## src/rtl/shift18_seq_pkg.sv

```systemverilog
// Shared types and constants for the shift18 request sequencer.
package shift18_seq_pkg;

  localparam int unsigned DATA_W = 64;
  localparam int unsigned CNT_W  = 6;

  localparam logic [1:0] SH_L1 = 2'b00;
  localparam logic [1:0] SH_L8 = 2'b01;
  localparam logic [1:0] SH_R1 = 2'b10;
  localparam logic [1:0] SH_R8 = 2'b11;

  typedef enum logic [1:0] {
    StIdle,
    StLoad,
    StShift,
    StDone
  } state_e;

endpackage

```

## src/rtl/shift18_step_sel.sv

```systemverilog
// Picks the next shifter step (by 8 or by 1) from the remaining distance and direction.
module shift18_step_sel
  import shift18_seq_pkg::*;
(
  input  logic [CNT_W-1:0] remaining,
  input  logic             dir,
  output logic [1:0]       amount,
  output logic [CNT_W-1:0] remaining_next
);

  always_comb begin
    if (remaining >= CNT_W'(8)) begin
      amount         = dir ? SH_R8 : SH_L8;
      remaining_next = remaining - CNT_W'(8);
    end else begin
      amount         = dir ? SH_R1 : SH_L1;
      remaining_next = remaining - CNT_W'(1);
    end
  end

endmodule

```

## src/rtl/shift18_seq.sv

```systemverilog
// Request sequencer driving the shift18 register: load, then +/-8 and +/-1 steps, then respond.
// Optional SHIFT18_SEQ_STATS_EN adds a saturating completed-request counter on stat_ops.
module shift18_seq
  import shift18_seq_pkg::*;
(
  input  logic              clk,
  input  logic              rst_n,
  input  logic              req_valid,
  output logic              req_ready,
  input  logic [DATA_W-1:0] req_data,
  input  logic [CNT_W-1:0]  req_count,
  input  logic              req_dir,
  output logic              sh_load,
  output logic              sh_ena,
  output logic [1:0]        sh_amount,
  output logic [DATA_W-1:0] sh_data,
  input  logic [DATA_W-1:0] sh_q,
  output logic              rsp_valid,
  input  logic              rsp_ready,
`ifdef SHIFT18_SEQ_STATS_EN
  output logic [31:0]       stat_ops,
`endif
  output logic [DATA_W-1:0] rsp_data
);

  state_e             state_q, state_d;
  logic [CNT_W-1:0]   remaining_q, remaining_d;
  logic [DATA_W-1:0]  data_q, data_d;
  logic               dir_q, dir_d;
  logic [1:0]         step_amount;
  logic [CNT_W-1:0]   step_next;

  shift18_step_sel u_step_sel (
    .remaining      (remaining_q),
    .dir            (dir_q),
    .amount         (step_amount),
    .remaining_next (step_next)
  );

  always_ff @(posedge clk) begin
    if (!rst_n) begin
      state_q     <= StIdle;
      remaining_q <= '0;
      data_q      <= '0;
      dir_q       <= 1'b0;
    end else begin
      state_q     <= state_d;
      remaining_q <= remaining_d;
      data_q      <= data_d;
      dir_q       <= dir_d;
    end
  end

  always_comb begin
    state_d     = state_q;
    remaining_d = remaining_q;
    data_d      = data_q;
    dir_d       = dir_q;
    req_ready   = 1'b0;
    rsp_valid   = 1'b0;
    sh_load     = 1'b0;
    sh_ena      = 1'b0;
    sh_amount   = SH_L1;
    unique case (state_q)
      StIdle: begin
        req_ready = 1'b1;
        if (req_valid) begin
          data_d      = req_data;
          remaining_d = req_count;
          dir_d       = req_dir;
          state_d     = StLoad;
        end
      end
      StLoad: begin
        sh_load = 1'b1;
        state_d = (remaining_q != '0) ? StShift : StDone;
      end
      StShift: begin
        sh_ena      = 1'b1;
        sh_amount   = step_amount;
        remaining_d = step_next;
        if (step_next == '0) state_d = StDone;
      end
      StDone: begin
        rsp_valid = 1'b1;
        if (rsp_ready) state_d = StIdle;
      end
      default: state_d = StIdle;
    endcase
  end

  assign sh_data  = data_q;
  assign rsp_data = sh_q;

`ifdef SHIFT18_SEQ_STATS_EN
  logic [31:0] stat_ops_q;

  always_ff @(posedge clk) begin
    if (!rst_n) begin
      stat_ops_q <= '0;
    end else if (rsp_valid && rsp_ready && (stat_ops_q != 32'hFFFF_FFFF)) begin
      stat_ops_q <= stat_ops_q + 32'd1;
    end
  end

  assign stat_ops = stat_ops_q;
`endif

endmodule

```

## config.mk

```make
export PLATFORM = sky130hd
export DESIGN_NAME = shift18_seq
export DESIGN_NICKNAME = d
export VERILOG_FILES = /design/src/rtl/shift18_seq_pkg.sv /design/src/rtl/shift18_step_sel.sv /design/src/rtl/shift18_seq.sv
export SDC_FILE = /design/constraint.sdc
export NUM_CORES = 1
export LEC_CHECK = 0
export BUFFER_PORTS_ARGS = -buffer_cell sky130_fd_sc_hd__buf_2
export CAP_MARGIN = 20
export CORE_AREA = 4 4 103 105
export DETAILED_ROUTE_END_ITERATION = 6
export DIE_AREA = 0 0 107 109
export PLACE_DENSITY = 0.7
export SETUP_SLACK_MARGIN = 0.05
export SLEW_MARGIN = 30
export SYNTH_ARGS = -nofsm -noshare
export SYNTH_HDL_FRONTEND = slang
export SYNTH_SLANG_ARGS = --single-unit
```

## constraint.sdc

```tcl
create_clock -name clk -period 3.4 [get_ports clk]
set_input_delay 0 -clock clk [delete_from_list [all_inputs] [get_ports clk]]
set_output_delay 0 -clock clk [all_outputs]
set_load 0.02 [all_outputs]
```

==> impl_metrics.toml, run 1 <==
[run_status]
status = "completed"

[final_layout]
fin_nets = 721
num_antenna_cells = 0
syn2layout_area_growth_pct = 38.16
drive_gt1_share_pct = 29.53
fillers = 939

[synth]
synthesis.area_mm2 = 0.003364
synth_commonest_cells = "138 x nand2_1, 73 x dfxtp_1, 71 x a21oi_1"
synth.top_cell.area_share_pct = 43.44
synth.most_common_cell = "nand2_1"
synth-edff-count = 0
syn_inst = 431
syn_nets = 578
async_reset_ff_share_pct = 0
ys_warn_count = 0
yosys_register_bits = 73
synthFlopType = "dfxtp_1"
yosysSeqAreaShare_pct = 43.44
syn-mean-instance-area_um2 = 7.806
netlist_top_cells_area = "dfxtp_1 43%, nand2_1 15%, buf_4 14%"
synth_largest_area_cell = "dfxtp_1"
ys_types = 36

[worst_setup_path]
crit_type = "reg -> reg"
path_buf_inv = 2
reg2regPathDepth = 8
cpPeakStageDelay_ns = 0.59
crit_fanout = 31
required_ns = 3.64
crit_family = "buffers and inverters"
cp_common_cell = "a21oi_1"
cp-end-kind = "flip-flop"
crit_path_cell_trace = "inv_1, ha_1, nand2_2, o21a_1, a21oi_1, o21ai_1, a21oi_1, dlygate4sd3_1"
crit_arrival_ns = 2.84
reg2reg_setup_slack_ns = 0.80
start_kind = "flip-flop"
crit_cells = 8
slowest_stage = "dlygate4sd3_1"

[floorplan]
initial_utilization_pct = 34.90
rows = 36
dieArea_mm2 = 0.01166
die_w_um = 107
dieHeight_um = 109
io_pins = 273
core_area_mm2 = 0.009639

[global_route]
grt_pass1_vias = 3310
track_usage_pct = 16.72
grt_pass1_wl_um = 15500
gr-total-overflow = 0
antenna_found_initial = 0
grt_max_degree = 69

[timing]
clock.fmax_ghz = 0.3842
hold_viol_final = 0
finalClockSkew_ns = 0.01113
rsz0062_at_grt = "false"
finalCritPeriodShare_pct = 76.56
fin_tns_setup_ns = 0
setup_viol = 0
max_slew_margin_pct = 53.29
period_needed_ns = 2.603
worst_slew_pin_slew_ns = 0.7006
fin_ws_ns = 0.7971
drv_slew = 0

[hold_path]
holdPathStages = 0
hold_path.class = "in -> out"

[clock_tree]
clk_latency_ns = 0.35
clkSinkCount = 73
post-cts-setup-buffers = 0
h-tree-depth = 3
cts_made_buffers = 9
clk_pin_slew_worst_paths_ns = 0.08
cts_max_path_buffers = 2
cts_root_buf = "clkbuf_8"
tritoncts = "built"

[routing]
vias = 3281
dr.pass1.iters = 4
wl_per_cell_um = 13.83
wl_um = 9848
drc_errors = 0
drtIter0Drc = 184
vias_per_cell = 4.608
antenna_left = 0

[pwr]
p_leak_nw = 2.124
powerDensity_mw_per_mm2 = 694.2
total_power_mw = 3.227
ir_worst_vdd_uv = 255.9

[placed_design]
io_buffers = 144
place_hpwl_um = 6445
pre_cts_slack_ns = 1.295
gp_congestion = 0.8651

[job]
maxCapViolCount = 0
layout make-up:
cell class	count	area [um2]	share of cell area, %
flip-flops and latches	73	1461	31.44
clock inverters	7	95.09	2.046
repair buffers	218	1456	31.33
clock buffers	9	123.9	2.665
multi-input cells	263	1309	28.16
inverters	9	36.28	0.7806
well taps	133	166.4	3.580
cells by family after synthesis:
| logic type | after synthesis | synth area share (%) |
|---|---|---|
| muxes | 4 | 1.227 |
| and+or+nand+nor | 159 | 19.41 |
| buffers and inverters | 95 | 17.78 |
| AOI/OAI and AO/OA | 92 | 15.17 |
| DFF | 73 | 43.44 |
| adders and majority gates | 8 | 2.975 |
layout by cell type, fill, tap and decap left out, types with 2 or more instances in the layout:
cell / count
a211oi_1: 2
a21oi_1: 71
and2_1: 2
buf_2: 144
buf_4: 2
bufinv_16: 2
clkbuf_8: 9
clkinv_2: 2
clkinv_4: 2
dfxtp_1: 73
dlygate4sd3_1: 72
ha_1: 8
inv_1: 8
mux2i_1: 3
nand2_1: 137
nand2b_1: 2
nand3_1: 2
nor2_1: 7
o21ai_0: 2
o21ai_1: 4
o22ai_1: 3
o31ai_1: 2
metal layers:
| metal | global-route usage (%) | wire length (um) | up-vias |
|---|---|---|---|
| met5 | 0 | 0 | - |
| met3 | 5.269 | 710 | 45 |
| met2 | 28.91 | 4957 | 138 |
| met4 | 10.68 | 388 | 0 |
| met1 | 17.67 | 3791 | 1480 |
| li1 | - | - | 1618 |
report_power, final:
group	leakage, nW	total [mW]	switching [mW]	internal, mW
registers	0.599	1.15	0.119	1.03
logic	1.42	1.33	0.840	0.490
clock network	0.109	0.751	0.338	0.413
final timing paths:
path	end	start
setup / recovery	remaining_q[2]	state_q[0]
hold / removal	rsp_data[21]	sh_q[21]
setup reg to reg	remaining_q[2]	state_q[0]
hold reg to reg	sh_data[20]	sh_data[20]
worst reg2reg max path: stages (launching register included):
cell and delay [ns]:
dfxtp_1 0.43, inv_1 0.09, ha_1 0.28, nand2_2 0.45, o21a_1 0.37, a21oi_1 0.08
o21ai_1 0.15, a21oi_1 0.05, dlygate4sd3_1 0.59
repair_timing:
action / in CTS / in global routing
endpoints found under the hold margin: 72 / 0
resized for setup: 0 / 0
hold buffers: 72 / 0
per-stage QoR:
step | std cells | utilization (%) | hold slack (ns) | instance area [um2]
after floorplan | 431 | - | 0.1126 | 3364
after global placement | 624 | 38.45 | 0.0001367 | 3706
after detailed placement | 624 | 38.47 | 0.0001367 | 3709
after CTS | 712 | 48.22 | 0.0001367 | 4648
after global routing | 712 | 48.22 | 0.00002926 | 4648
final | 712 | 48.22 | 0.000005612 | 4648
sequential cells by signal, indices dropped and copies added, names as in the netlist:
signal	count
sh_data	64
remaining_q	6
state_q	2
dir_q	1
Note: power is estimated with default switching activity, not from simulation.
==> run 2: changes to the inputs <==
CORE_AREA = 4 4 104 106   (was 4 4 103 105)
DIE_AREA = 0 0 108 110   (was 0 0 107 109)
PLACE_DENSITY = 0.68   (was 0.7)
clock period = 2.4 ns   (was 3.4 ns; I/O delays follow)
==> run 2 against run 1 <==
  * Non-clock buffer count is the same
  * Count of clock-buffer cells in the layout grew 3
  * Clock skew shrank 0.0070 ns
  * Critical endpoint is now remaining_q[3]
  * Largest power group unchanged
==> impl_metrics.toml, run 2 (same netlist as run 1, synthesis figures left out) <==
[floorplan]
io_pins = 273
core_area_mm2 = 0.009774
initial_utilization_pct = 34.42
dieArea_mm2 = 0.01188
die_w_um = 108
dieHeight_um = 110
rows = 36

[job]
maxCapViolCount = 0

[timing]
finalClockSkew_ns = 0.004170
clock.fmax_ghz = 0.5327
fin_tns_setup_ns = 0
period_needed_ns = 1.877
fin_ws_ns = 0.5227
worst_slew_pin_slew_ns = 0.5957
drv_slew = 0
max_slew_margin_pct = 60.23
hold_viol_final = 0
setup_viol = 0
finalCritPeriodShare_pct = 78.22
rsz0062_at_grt = "false"

[final_layout]
utilization_pct = 47.70
syn2layout_area_growth_pct = 38.56
drive_gt1_share_pct = 30.05
largest_reg_flops = 64
most-common-layout-cells = "144 x buf_2, 137 x nand2_1, 73 x dfxtp_1, 71 x a21oi_1, 69 x dlygate4sd3_1"
fin_nets = 721
final_cells = 713
final_common_cell = "buf_2"

[global_route]
antenna_found_initial = 0
grt_max_degree = 37
track_usage_pct = 16.93
grt_pass1_vias = 3408
gr-total-overflow = 0
grt_pass1_wl_um = 15960

[placed_design]
pre_cts_slack_ns = 0.5591
io_buffers = 144
dp.cells = 627
gp_congestion = 0.9159
place_hpwl_um = 6403

[clock_tree]
cts_root_buf = "clkbuf_8"
cts_made_buffers = 9
post-cts-setup-buffers = 0
clkSinkCount = 73
h-tree-depth = 3
cts_max_path_buffers = 2
tritoncts = "built"
clk_pin_slew_worst_paths_ns = 0.07
clk_latency_ns = 0.33

[routing]
wl_um = 9971
wl_per_cell_um = 13.98
drc_errors = 0
vias = 3326
antenna_left = 0
dr.pass1.iters = 4
drtIter0Drc = 192
vias_per_cell = 4.665

[worst_setup_path]
path_buf_inv = 2
r2r-start = "state_q[0]"
start_kind = "flip-flop"
cp_common_cell = "inv_1"
crit_type = "reg -> reg"
crit_cells = 6
reg2reg_setup_slack_ns = 0.52
crit_arrival_ns = 2.13
slowest_stage = "ha_1"
crit_path_cell_trace = "inv_1, ha_1, inv_1, o21ai_1, nor2_1, a211oi_1"
reg2regPathDepth = 6
r2r-end = "remaining_q[3]"
crit_family = "compound AO/OA/AOI/OAI gates"
required_ns = 2.65
crit_fanout = 12
cp-end-kind = "flip-flop"
cpPeakStageDelay_ns = 0.40

[pwr]
seq_power_share_pct = 35.7
p_comb_share_pct = 41.9
p_switching_mw = 1.819
p_sw_share_pct = 39.99
powerDensity_mw_per_mm2 = 975.9
power.clock.fraction_pct = 22.4
p_leak_nw = 2.126
intPower_mw = 2.730
ir_worst_vdd_uv = 487.7

[run_status]
status = "completed"

[hold_path]
min_from = "sh_q[22]"
holdPathStages = 0
hold_path.class = "in -> out"
worstHoldEndpoint = "rsp_data[22]"
-- run 2: changes by cell type in the layout (fill, tap and decap cells not counted), sizes merged --
cell         delta
buf             +3
dlygate4sd3     -3
diode           +1
clkbuf          +3
clkinv          -3
bufinv          -1
clkinvlp        +1
-- run 2: cell type report --
cell class / instances / area (um2)
Sequential cell: 73 / 1461
Tap cell: 133 / 166.4
Inverter: 9 / 33.78
Fill cell: 929 / 5112
Clock buffer: 12 / 165.2
Antenna cell: 1 / 2.502
Multi-Input combinational cell: 263 / 1309
Clock inverter: 4 / 50.05
Timing Repair Buffer: 218 / 1474
-- run 2: how the worst max path moves through the flow --
stage / start / end / slack [ns]
2_1_floorplan: state_q[0] / sh_data[17] / 0.66
3_3_place_gp: state_q[0] / remaining_q[5] / 0.63
3_5_place_dp: state_q[0] / remaining_q[5] / 0.56
4_1_cts: state_q[0] / remaining_q[3] / 0.53
5_1_grt: state_q[0] / remaining_q[3] / 0.31
6_report: state_q[0] / remaining_q[3] / 0.52
-- run 2: power by group through the flow --
stage          Sequential (mW)  Clock [mW]  Combinational [mW]
2_1_floorplan             1.86           0                1.17
3_3_place_gp              1.63           0                1.76
3_5_place_dp              1.65           0                1.81
4_1_cts                   1.62        1.06                1.91
5_1_grt                   1.66        1.11                2.12
6_report                  1.62        1.02                1.91
-- run 2: what timing repair did --
| item | 4_1_cts | 5_1_grt |
|---|---|---|
| hold endpoints to repair | 72 | 0 |
| resized for setup | 0 | 0 |
| setup endpoints to repair | 0 | 0 |
| hold buffers | 69 | 0 |
-- run 2: metrics by stage --
stage | hold slack [ns] | power [mW] | cell area (um2)
after global routing | 0.00002926 | 4.887 | 4659
after CTS | 0.0001367 | 4.589 | 4659
after detailed placement | 0.0001367 | 3.458 | 3754
after global placement | 0.0001367 | 3.395 | 3754
final | 0.000006502 | 4.549 | 4662
after floorplan | 0.1126 | 3.031 | 3364
-- run 2: routing by layer --
metal | vias up | track usage (%) | part of all wire [%]
met4 | 0 | 12.80 | 4.8
met1 | 1512 | 17.86 | 39
met5 | - | 0 | 0
li1 | 1621 | - | -
met2 | 131 | 29.40 | 51
met3 | 62 | 3.960 | 6.0
